$ cat src/rtl/fp_div_pkg.sv
`default_nettype none
// ============================================================================
// Module   : fp_div_pkg
// Brief    : Shared widths, constants and enums for the iterative FP divider.
// Revision : 1.0
// ============================================================================
package fp_div_pkg;

  localparam int EXP_W = 8;
  localparam int MAN_W = 23;
  localparam int BIAS  = 127;

  localparam logic [31:0] QNAN = 32'h7FC0_0000;

  localparam int FLAG_INVALID   = 3;
  localparam int FLAG_DIV_ZERO  = 2;
  localparam int FLAG_OVERFLOW  = 1;
  localparam int FLAG_UNDERFLOW = 0;

  typedef enum logic [2:0] {
    IDLE  = 3'd0,
    LOAD  = 3'd1,
    DIV   = 3'd2,
    ROUND = 3'd3,
    DONE  = 3'd4
  } div_state_e;

  typedef enum logic [1:0] {
    ZERO   = 2'd0,
    NORMAL = 2'd1,
    INF    = 2'd2,
    NAN    = 2'd3
  } op_class_e;

endpackage
`default_nettype wire

$ cat src/rtl/fp_operand_classify.sv
`default_nettype none
// ============================================================================
// Module   : fp_operand_classify
// Brief    : Classifies one operand as zero / normal / inf / NaN (FTZ inputs).
// Revision : 1.0
// ============================================================================
module fp_operand_classify #(
  parameter int EXP_W = fp_div_pkg::EXP_W,
  parameter int MAN_W = fp_div_pkg::MAN_W
) (
  input  logic [EXP_W-1:0]      exp,
  input  logic [MAN_W-1:0]      man,
  output fp_div_pkg::op_class_e cls
);
  import fp_div_pkg::*;

  // Subnormals land in ZERO: the divider flushes them on input.
  always_comb begin
    if (&exp) begin
      cls = (man == '0) ? INF : NAN;
    end else if (exp == '0) begin
      cls = ZERO;
    end else begin
      cls = NORMAL;
    end
  end

endmodule
`default_nettype wire

$ cat src/rtl/fp32_div_iter.sv
`default_nettype none
// ============================================================================
// Module   : fp32_div_iter
// Brief    : Multi-cycle IEEE-754 divider: one-cycle special cases, otherwise
//            bit-serial restoring division, RNE rounding, FTZ on output.
// Revision : 1.0
// ============================================================================
module fp32_div_iter #(
  parameter int EXP_W = fp_div_pkg::EXP_W,
  parameter int MAN_W = fp_div_pkg::MAN_W,
  parameter int BIAS  = fp_div_pkg::BIAS
) (
  input  logic                 clk,
  input  logic                 rst_n,
  input  logic                 in_valid,
  output logic                 in_ready,
  input  logic [EXP_W+MAN_W:0] a,
  input  logic [EXP_W+MAN_W:0] b,
  output logic                 out_valid,
  input  logic                 out_ready,
  output logic [EXP_W+MAN_W:0] q,
  output logic [3:0]           flags
);
  import fp_div_pkg::*;

  localparam int c_word_w = 1 + EXP_W + MAN_W;
  localparam int c_quo_w  = MAN_W + 3;
  localparam int c_cnt_w  = $clog2(c_quo_w + 1);
  localparam int c_e_w    = EXP_W + 2;
  localparam logic [c_word_w-1:0]     c_qnan    = {1'b0, {EXP_W{1'b1}}, 1'b1, {(MAN_W-1){1'b0}}};
  localparam logic signed [c_e_w-1:0] c_bias    = c_e_w'(BIAS);
  localparam logic signed [c_e_w-1:0] c_exp_max = c_e_w'((1 << EXP_W) - 1);
  localparam logic signed [c_e_w-1:0] c_one     = c_e_w'(1);
  localparam logic signed [c_e_w-1:0] c_e_zero  = c_e_w'(0);
  localparam logic [c_cnt_w-1:0]      c_last    = c_cnt_w'(c_quo_w - 1);

  div_state_e r_state, w_state_nxt;
  op_class_e  w_cls_a, w_cls_b;

  logic                     w_sign, w_special;
  logic [c_word_w-1:0]      w_spec_q, w_rnd_q, r_q;
  logic [3:0]               w_spec_flags, w_rnd_flags, r_flags;
  logic                     r_sign;
  logic [EXP_W-1:0]         r_ea, r_eb;
  logic [MAN_W-1:0]         r_ma, r_mb;
  logic [MAN_W+1:0]         r_rem, w_rem_in, w_rem_nxt, w_div;
  logic [MAN_W:0]           w_rem_diff;
  logic                     w_qbit;
  logic [c_quo_w-1:0]       r_quo, w_quo_n;
  logic signed [c_e_w-1:0]  r_exp, w_exp_n, w_exp_f;
  logic [c_cnt_w-1:0]       r_cnt;
  logic                     w_up, w_carry, w_ovf, w_unf;
  logic [MAN_W+1:0]         w_sig;
  logic [MAN_W-1:0]         w_frac;

  fp_operand_classify #(.EXP_W(EXP_W), .MAN_W(MAN_W)) u_cls_a (
    .exp (a[c_word_w-2 -: EXP_W]),
    .man (a[MAN_W-1:0]),
    .cls (w_cls_a)
  );

  fp_operand_classify #(.EXP_W(EXP_W), .MAN_W(MAN_W)) u_cls_b (
    .exp (b[c_word_w-2 -: EXP_W]),
    .man (b[MAN_W-1:0]),
    .cls (w_cls_b)
  );

  // Special-case resolution, evaluated on the raw inputs so it retires at accept.
  always_comb begin
    w_sign       = a[c_word_w-1] ^ b[c_word_w-1];
    w_special    = 1'b1;
    w_spec_q     = '0;
    w_spec_flags = '0;
    if (w_cls_a == NAN || w_cls_b == NAN || (w_cls_a == ZERO && w_cls_b == ZERO) ||
        (w_cls_a == INF && w_cls_b == INF)) begin
      w_spec_q                   = c_qnan;
      w_spec_flags[FLAG_INVALID] = 1'b1;
    end else if (w_cls_a == INF) begin
      w_spec_q = {w_sign, {EXP_W{1'b1}}, {MAN_W{1'b0}}};
    end else if (w_cls_b == ZERO) begin
      w_spec_q                    = {w_sign, {EXP_W{1'b1}}, {MAN_W{1'b0}}};
      w_spec_flags[FLAG_DIV_ZERO] = 1'b1;
    end else if (w_cls_a == ZERO || w_cls_b == INF) begin
      w_spec_q = {w_sign, {(c_word_w-1){1'b0}}};
    end else begin
      w_special = 1'b0;
    end
  end

  // One restoring step; LOAD seeds the remainder and retires the integer bit.
  always_comb begin
    w_div      = {1'b0, 1'b1, r_mb};
    w_rem_in   = (r_state == LOAD) ? {1'b0, 1'b1, r_ma} : r_rem;
    w_qbit     = (w_rem_in >= w_div);
    w_rem_diff = w_rem_in[MAN_W:0] - w_div[MAN_W:0];
    w_rem_nxt  = w_qbit ? {w_rem_diff, 1'b0} : {w_rem_in[MAN_W:0], 1'b0};
  end

  always_comb begin
    w_quo_n     = r_quo[c_quo_w-1] ? r_quo : {r_quo[c_quo_w-2:0], 1'b0};
    w_exp_n     = r_quo[c_quo_w-1] ? r_exp : r_exp - c_one;
    w_up        = w_quo_n[1] & (w_quo_n[0] | (|r_rem) | w_quo_n[2]);
    w_sig       = {1'b0, w_quo_n[c_quo_w-1:2]} + {{(MAN_W+1){1'b0}}, w_up};
    w_carry     = w_sig[MAN_W+1];
    w_frac      = w_carry ? w_sig[MAN_W:1] : w_sig[MAN_W-1:0];
    w_exp_f     = w_carry ? w_exp_n + c_one : w_exp_n;
    w_ovf       = (w_exp_f >= c_exp_max);
    w_unf       = (w_exp_f <= c_e_zero);
    w_rnd_flags = '0;
    if (w_ovf) begin
      w_rnd_q                    = {r_sign, {EXP_W{1'b1}}, {MAN_W{1'b0}}};
      w_rnd_flags[FLAG_OVERFLOW] = 1'b1;
    end else if (w_unf) begin
      w_rnd_q                     = {r_sign, {(c_word_w-1){1'b0}}};
      w_rnd_flags[FLAG_UNDERFLOW] = 1'b1;
    end else begin
      w_rnd_q = {r_sign, w_exp_f[EXP_W-1:0], w_frac};
    end
  end

  always_ff @(posedge clk or negedge rst_n) begin
    if (!rst_n) r_state <= IDLE;
    else        r_state <= w_state_nxt;
  end

  always_comb begin
    w_state_nxt = r_state;
    in_ready    = 1'b0;
    out_valid   = 1'b0;
    case (r_state)
      IDLE: begin
        in_ready = 1'b1;
        if (in_valid) w_state_nxt = w_special ? DONE : LOAD;
      end
      LOAD:    w_state_nxt = DIV;
      DIV:     if (r_cnt == c_last) w_state_nxt = ROUND;
      ROUND:   w_state_nxt = DONE;
      DONE: begin
        out_valid = 1'b1;
        if (out_ready) w_state_nxt = IDLE;
      end
      default: w_state_nxt = IDLE;
    endcase
  end

  always_ff @(posedge clk or negedge rst_n) begin
    if (!rst_n) begin
      r_sign  <= 1'b0;
      r_ea    <= '0;
      r_eb    <= '0;
      r_ma    <= '0;
      r_mb    <= '0;
      r_rem   <= '0;
      r_quo   <= '0;
      r_exp   <= '0;
      r_cnt   <= '0;
      r_q     <= '0;
      r_flags <= '0;
    end else begin
      case (r_state)
        IDLE: begin
          if (in_valid) begin
            r_sign <= w_sign;
            r_ea   <= a[c_word_w-2 -: EXP_W];
            r_eb   <= b[c_word_w-2 -: EXP_W];
            r_ma   <= a[MAN_W-1:0];
            r_mb   <= b[MAN_W-1:0];
            if (w_special) begin
              r_q     <= w_spec_q;
              r_flags <= w_spec_flags;
            end
          end
        end
        LOAD: begin
          r_rem <= w_rem_nxt;
          r_quo <= {{(c_quo_w-1){1'b0}}, w_qbit};
          r_exp <= $signed({2'b00, r_ea}) - $signed({2'b00, r_eb}) + c_bias;
          r_cnt <= c_cnt_w'(1);
        end
        DIV: begin
          r_rem <= w_rem_nxt;
          r_quo <= {r_quo[c_quo_w-2:0], w_qbit};
          r_cnt <= r_cnt + c_cnt_w'(1);
        end
        ROUND: begin
          r_q     <= w_rnd_q;
          r_flags <= w_rnd_flags;
        end
        default: ;
      endcase
    end
  end

  assign q     = r_q;
  assign flags = r_flags;

endmodule
`default_nettype wire

$ cat config.mk
export PLATFORM = sky130hd
export DESIGN_NAME = fp32_div_iter
export DESIGN_NICKNAME = d
export VERILOG_FILES = /design/src/rtl/fp_div_pkg.sv /design/src/rtl/fp_operand_classify.sv /design/src/rtl/fp32_div_iter.sv
export SDC_FILE = /design/constraint.sdc
export NUM_CORES = 1
export LEC_CHECK = 0
export ABC_AREA = 1
export BUFFER_PORTS_ARGS = -buffer_cell sky130_fd_sc_hd__buf_4
export CORE_MARGIN = 8
export CORE_UTILIZATION = 55
export DETAILED_ROUTE_END_ITERATION = 16
export GPL_TIMING_DRIVEN = 0
export PLACE_DENSITY = 0.75
export SLEW_MARGIN = 15
export SYNTH_ARGS = -nofsm -noshare
export SYNTH_HDL_FRONTEND = slang
export SYNTH_HIERARCHICAL = 1
export SYNTH_SLANG_ARGS = --single-unit
$ cat constraint.sdc
create_clock -name clk -period 5.6 [get_ports clk]
set_input_delay 0.56 -clock clk [delete_from_list [all_inputs] [get_ports clk]]
set_output_delay 0.56 -clock clk [all_outputs]
set_load 0.05 [all_outputs]
### Word-level counts from Yosys, hierarchy flattened

Index checks and enable logic that the tools add are counted.

| word-level totals | value |
|---|---|
| register bits after elaboration | 168 |
| input bits | 68 |
| output and inout bits | 38 |
| logic and storage cells | 105 |

| operators by class | value |
|---|---|
| add/subtract/negate cells | 7 |
| magnitude comparators | 3 |
| equal/unequal tests | 13 |
| multiplexer cells | 44 |
| bitwise operators | 4 |
| reduce and logical (&&, ||, !) cells | 22 |

Operators with widths:

| kind | number |
|---|---|
| $mux W32 | 6 |
| $pmux W32 S2 | 1 |
| $mux W31 | 2 |
| $pmux W26 S2 | 1 |
| $mux W25 | 2 |
| $logic_not A23 Y1 | 2 |
| $mux W26 | 1 |
| $add A24 B1 Y25 | 1 |
| $ge A25 B24 Y1 | 1 |
| $reduce_or A25 Y1 | 1 |
| $sub A24 B24 Y24 | 1 |
| $mux W23 | 1 |
| $mux W10 | 2 |
| $mux W1 | 17 |
| $logic_not A8 Y1 | 2 |
| $reduce_and A8 Y1 | 2 |
| $pmux W3 S5 | 1 |
| $mux W3 | 4 |
| $add A10 B2 Y10 const B | 1 |
| $add A9 B8 Y10 const B | 1 |
| $ge A10 B9 Y1 const B | 1 |
| $le A10 B1 Y1 const B | 1 |
| $pmux W5 S2 | 1 |
| $sub A10 B2 Y10 const B | 1 |
| 22 further kinds | 39 |

### Logic depth before layout (Yosys ltp)

| depth | value |
|---|---|
| word-level depth | 12 |
| depth in mapped cells | 25 |
| gate-level depth less buffers | 21 |

### By module

The synthesis kept the hierarchy.

By module, submodules not included:

| module | instances | cells each | area each (um2) | seq. area each (um2) |
|---|---|---|---|---|
| fp32_div_iter | 1 | 1470 | 10744.1 | 4179.0 |
| fp_operand_classify | 2 | 41 | 158.9 | 0.0 |

### Worst setup path after synthesis

No wires, ideal clock.

| timing path | value |
|---|---|
| path kind | reg2reg |
| start | register r_state[2] |
| end | register r_rem[20] |
| library setup time | 134 ps |
| data arrival time | 3211 ps |
| data required time | 5466 ps |
| slack | 2255 ps |
| cell stages (with the launch flop) | 19 |
| path buffers | 2 |
| clock period less this slack | 3345 ps |
| cells stage by stage | dfrtp_1 nor3_1 inv_1 clkbuf_1 o21ai_0 inv_1 ha_1 nand3_1 nand2_1 a21boi_0 o21ai_0 nand3_1 nand3_1 nand2_1 nand2_1 clkbuf_1 nand2_1 o211ai_1 o21ai_0 |

| between the ends | value |
|---|---|
| word-level cells in the longest chain between the ends | 4 |
| elaborated cells between the ends (all ways) | 7 |
| classes of those cells | add/sub: 1; order compare: 1; eq/ne: 2; mux: 2; reduce/logical: 1 |

Ends and longest elaborated chain:

| element | line | RTL |
|---|---|---|
| from (decl) | fp32_div_iter.sv:37 | `div_state_e r_state, w_state_nxt;` |
| from (signal assigned) | fp32_div_iter.sv:123 | `else r_state <= w_state_nxt;` |
| $eq A3 B1 Y1 | fp32_div_iter.sv:93, fp32_div_iter.sv:160 |  |
| $mux W25 | fp32_div_iter.sv:93 | `w_rem_in = (r_state == LOAD) ? {1'b0, 1'b1, r_ma} : r_rem;` |
| $sub A24 B24 Y24 / $ge A25 B24 Y1 (equally long branches) | fp32_div_iter.sv:95, fp32_div_iter.sv:94 |  |
| $mux W25 | fp32_div_iter.sv:96 | `w_rem_nxt = w_qbit ? {w_rem_diff, 1'b0} : {w_rem_in[MAN_W:0], 1'b0};` |
| to (signal assigned) | fp32_div_iter.sv:175 | `r_rem <= w_rem_nxt;` |
| to (signal assigned) | fp32_div_iter.sv:181 | `r_rem <= w_rem_nxt;` |
| to (decl) | fp32_div_iter.sv:46 | `logic [MAN_W+1:0] r_rem, w_rem_in, w_rem_nxt, w_div;` |

Parallel ways exist; a longest one is shown, timed or not.
A chain may end at the register's enable or synchronous reset.

### Worst setup path after layout

| timing path | value |
|---|---|
| start | register r_state[2] |
| end | register r_rem[22] |

Same word-level chain as after synthesis.

==> results.cfg <==
[route]
drc_errors = 0
drtAntennaViolNets = 0
via_per_inst = 5.18
num_vias = 10100
drtIter0Drc = 695
drt_first_pass_iters = 5
wirelength_um = 28600
avgRoutedWirePerCell_um = 14.6

[timing]
setup_violations = 0
fin_skew_ns = 0.0107
maxSlewViolCount = 0
grt_setup_unrepaired = no
fin_crit_ns = 4.51
fin_hold_ws_ns = 0.156
slew_headroom_pct = 30.1
setup_ws_ns = 1.09
worst_slew_pin_slew_ns = 1.03
min_period_over_period_pct = 80.5
setup_tns_ns = 0
fmax_ghz = 0.222
hold_viol = 0

[power_and_ir_drop]
ir_drop_v = 0.000293
power_mw = 8.00
leakage_nw = 6.45
p_per_area_mw_per_mm2 = 625

[cts]
htreeDepth = 4
clock_latency_ns = 0.43
cts.path.max_buffers = 2
cts_buffers = 17
root_buffer = clkbuf_16
path_clk_slew_ns = 0.06
post_cts_buffers = 0
ctsHoldBuffers = 0
cts.sinks = 167
tritoncts = done
ctsResizeCount = 0

[die]
num_io_pins = 106
die_x_um = 158
initial_core_util_pct = 55.4
rows = 52
die_area_mm2 = 0.0249
die_y_um = 158
core_mm2 = 0.0200

[critical_path]
cp_data_arrival_time_ns = 4.79
r2r-start = r_state[2]
cp.required_ns = 5.88
crit_slowest_cell = nor3_1
crit_family = simple AND/OR/NAND/NOR gates
r2r_slack_ns = 1.09
cp-startpoint = r_state[2]
path_max_fanout = 10
reg2reg_depth = 18
worst-path-buf-inv = 4
path_cells = nor3_1 -> inv_1 -> clkbuf_1 -> o21ai_0 -> inv_1 -> ha_1 -> nand3_1 -> nand2_1 -> a21boi_0 -> o21ai_0 -> nand3_1 -> nand3_1 -> nand2_1 -> nand2_1 -> clkbuf_1 -> nand2_1 -> o21ai_0 -> o21ai_0
endpoint_kind = flip-flop
crit_end = r_rem[22]
timing.rr.end = r_rem[22]
worstSetupStartpointType = flip-flop
critical_path_class = flip-flop to flip-flop
worst-path-stages = 18
crit_path_max_incr_delay_ns = 0.52

[grt]
grt_pass1_vias = 9867
antenna_found_initial = 0
grt_pass1_wl_um = 47400
grt_max_degree = 94
grt-ovfl-total = 0
grt_use_total_pct = 23.8

[yosys]
yosysTopAreaCell = dfrtp_1
synth.avg_cell_area_um2 = 7.13
synth-async-reset-ratio_pct = 100
postSynthCellCount = 1552
yosysTopAreaCellShare_pct = 37.8
syn_area_mm2 = 0.0111
synth-main-ff-cell = dfrtp_1
seq_area_frac_synth_pct = 37.8
ys_seq_elements = 167
synth_edf_count = 0
ys_warn_count = 6
syn-num-nets = 1659
synthTopCellsByArea = dfrtp_1 38%, nand2_1 17%, inv_1 7.0%
synth_cell_type_count = 50

[cells_and_area]
multi_input_area_mm2 = 0.00578
finalNetCount = 1784
regArea_mm2 = 0.00418
fill_cells = 1819
diodes = 0
drive_gt1_share_pct = 13.6
syn_to_final_growth_pct = 15.6
utilization_pct = 64.0

[run]
drv_cap = 0

[worst_hold_path]
hp-class = input port to async pin

[place]
dpl.hpwl_um = 22200
place_congestion = 0.958
place_ws_ns = 1.19
port_buffers = 105

[status]
outcome = finished, final reports clean
[logic make-up after synthesis]
| group | Yosys count | synth area share [%] |
|---|---|---|
| AO/OA/AOI/OAI | 243 | 12.3 |
| flip-flops | 167 | 37.8 |
| multiplexers | 2 | 0.181 |
| adder cells (fa/ha/maj) | 39 | 4.55 |
| AND/OR/NAND/NOR | 787 | 31.4 |
| XOR/XNOR | 48 | 3.80 |
| buffers and inverters | 266 | 10.0 |
[routing by layer]
| metal | track usage [%] | share of wire (%) | vias to the layer above |
|---|---|---|---|
| met5 | 0 | 0 | - |
| met4 | 7.98 | 2.3 | 0 |
| met3 | 4.01 | 4.9 | 45 |
| met2 | 40.0 | 47 | 252 |
| met1 | 30.6 | 46 | 4655 |
| li1 | - | - | 5194 |
[worst register-to-register path: cells and delay by family (launching register included)]
family / cells / cell delay (ns)
AOI/OAI and AO/OA: 5 / 1.17
buffers and inverters: 4 / 1.05
adders and majority gates: 1 / 0.30
DFF: 1 / 0.43
and+or+nand+nor: 8 / 1.42
[Yosys cell counts (all sizes together), types with 2 or more instances]
| library cell | number |
|---|---|
| nor2 | 149 |
| nand3 | 70 |
| a21o | 3 |
| buf | 15 |
| xor2 | 32 |
| o21ai | 130 |
| ha | 37 |
| clkbuf | 36 |
| clkinv | 4 |
| nand3b | 6 |
| a211oi | 2 |
| a21oi | 52 |
| inv | 211 |
| or2 | 2 |
| o22ai | 27 |
| nor3 | 12 |
| a22oi | 3 |
| o211ai | 5 |
| fa | 2 |
| a21boi | 2 |
| o21bai | 7 |
| nor4 | 9 |
| xnor2 | 16 |
| a31oi | 6 |
| nand4 | 22 |
| nand2 | 516 |
| mux2i | 2 |
| dfrtp | 167 |
[stage by stage]
step | instances | area (um2)
6_report | 1959 | 12800
5_1_grt | 1959 | 12800
4_1_cts | 1959 | 12800
3_5_place_dp | 1928 | 12200
3_3_place_gp | 1927 | 12200
2_1_floorplan | 1552 | 11100
[sequential cells by signal (all words and copies together) (netlist names)]
name	cells
q	32
flags	4
r_exp	10
r_cnt	5
r_quo	26
r_mb	23
r_ma	23
r_ea	8
r_rem	24
r_eb	8
r_sign	1
r_state	3
[cell usage in the layout, fill, tap and decap left out, types with 7 or more instances in the layout]
| master | instances |
|---|---|
| xor2_1 | 32 |
| clkbuf_1 | 38 |
| nor4_1 | 9 |
| buf_4 | 104 |
| buf_6 | 10 |
| nor2_4 | 7 |
| dfrtp_1 | 167 |
| nor2_1 | 131 |
| a21oi_1 | 51 |
| o22ai_1 | 27 |
| clkbuf_16 | 17 |
| ha_1 | 37 |
| nor3_1 | 11 |
| nand2_1 | 488 |
| nand3_1 | 46 |
| nand3_2 | 24 |
| nor2_2 | 10 |
| o21bai_1 | 7 |
| nand2_2 | 24 |
| xnor2_1 | 16 |
| inv_1 | 206 |
| nand4_1 | 22 |
| o21ai_0 | 122 |
[how the worst min path moves through the flow]
stage | end | startpoint | depth (start not counted)
after floorplan | flags[0] | rst_n | 0
final | q[13] | rst_n | 1
after global routing | q[13] | rst_n | 1
after detailed placement | q[12] | q[12] | 2
after global placement | r_ma[13] | r_ma[13] | 2
after CTS | q[13] | rst_n | 1
[where the power goes]
part	total, mW	internal [mW]	switching, mW
sequential	1.90	1.64	0.255
combinational	4.96	1.69	3.27
clock	1.14	0.649	0.493
total	8.00	3.98	4.02
[cell type report]
class | instances | share of cell area (%)
clock buffers | 22 | 3.71
repair buffers | 106 | 6.44
clock inverters | 9 | 0.734
flip-flops and latches | 167 | 32.7
plain buffers | 51 | 2.30
multi-input cells | 1119 | 45.2
inverters | 215 | 6.35
well taps | 270 | 2.64
(Power assumes the default switching activity.)
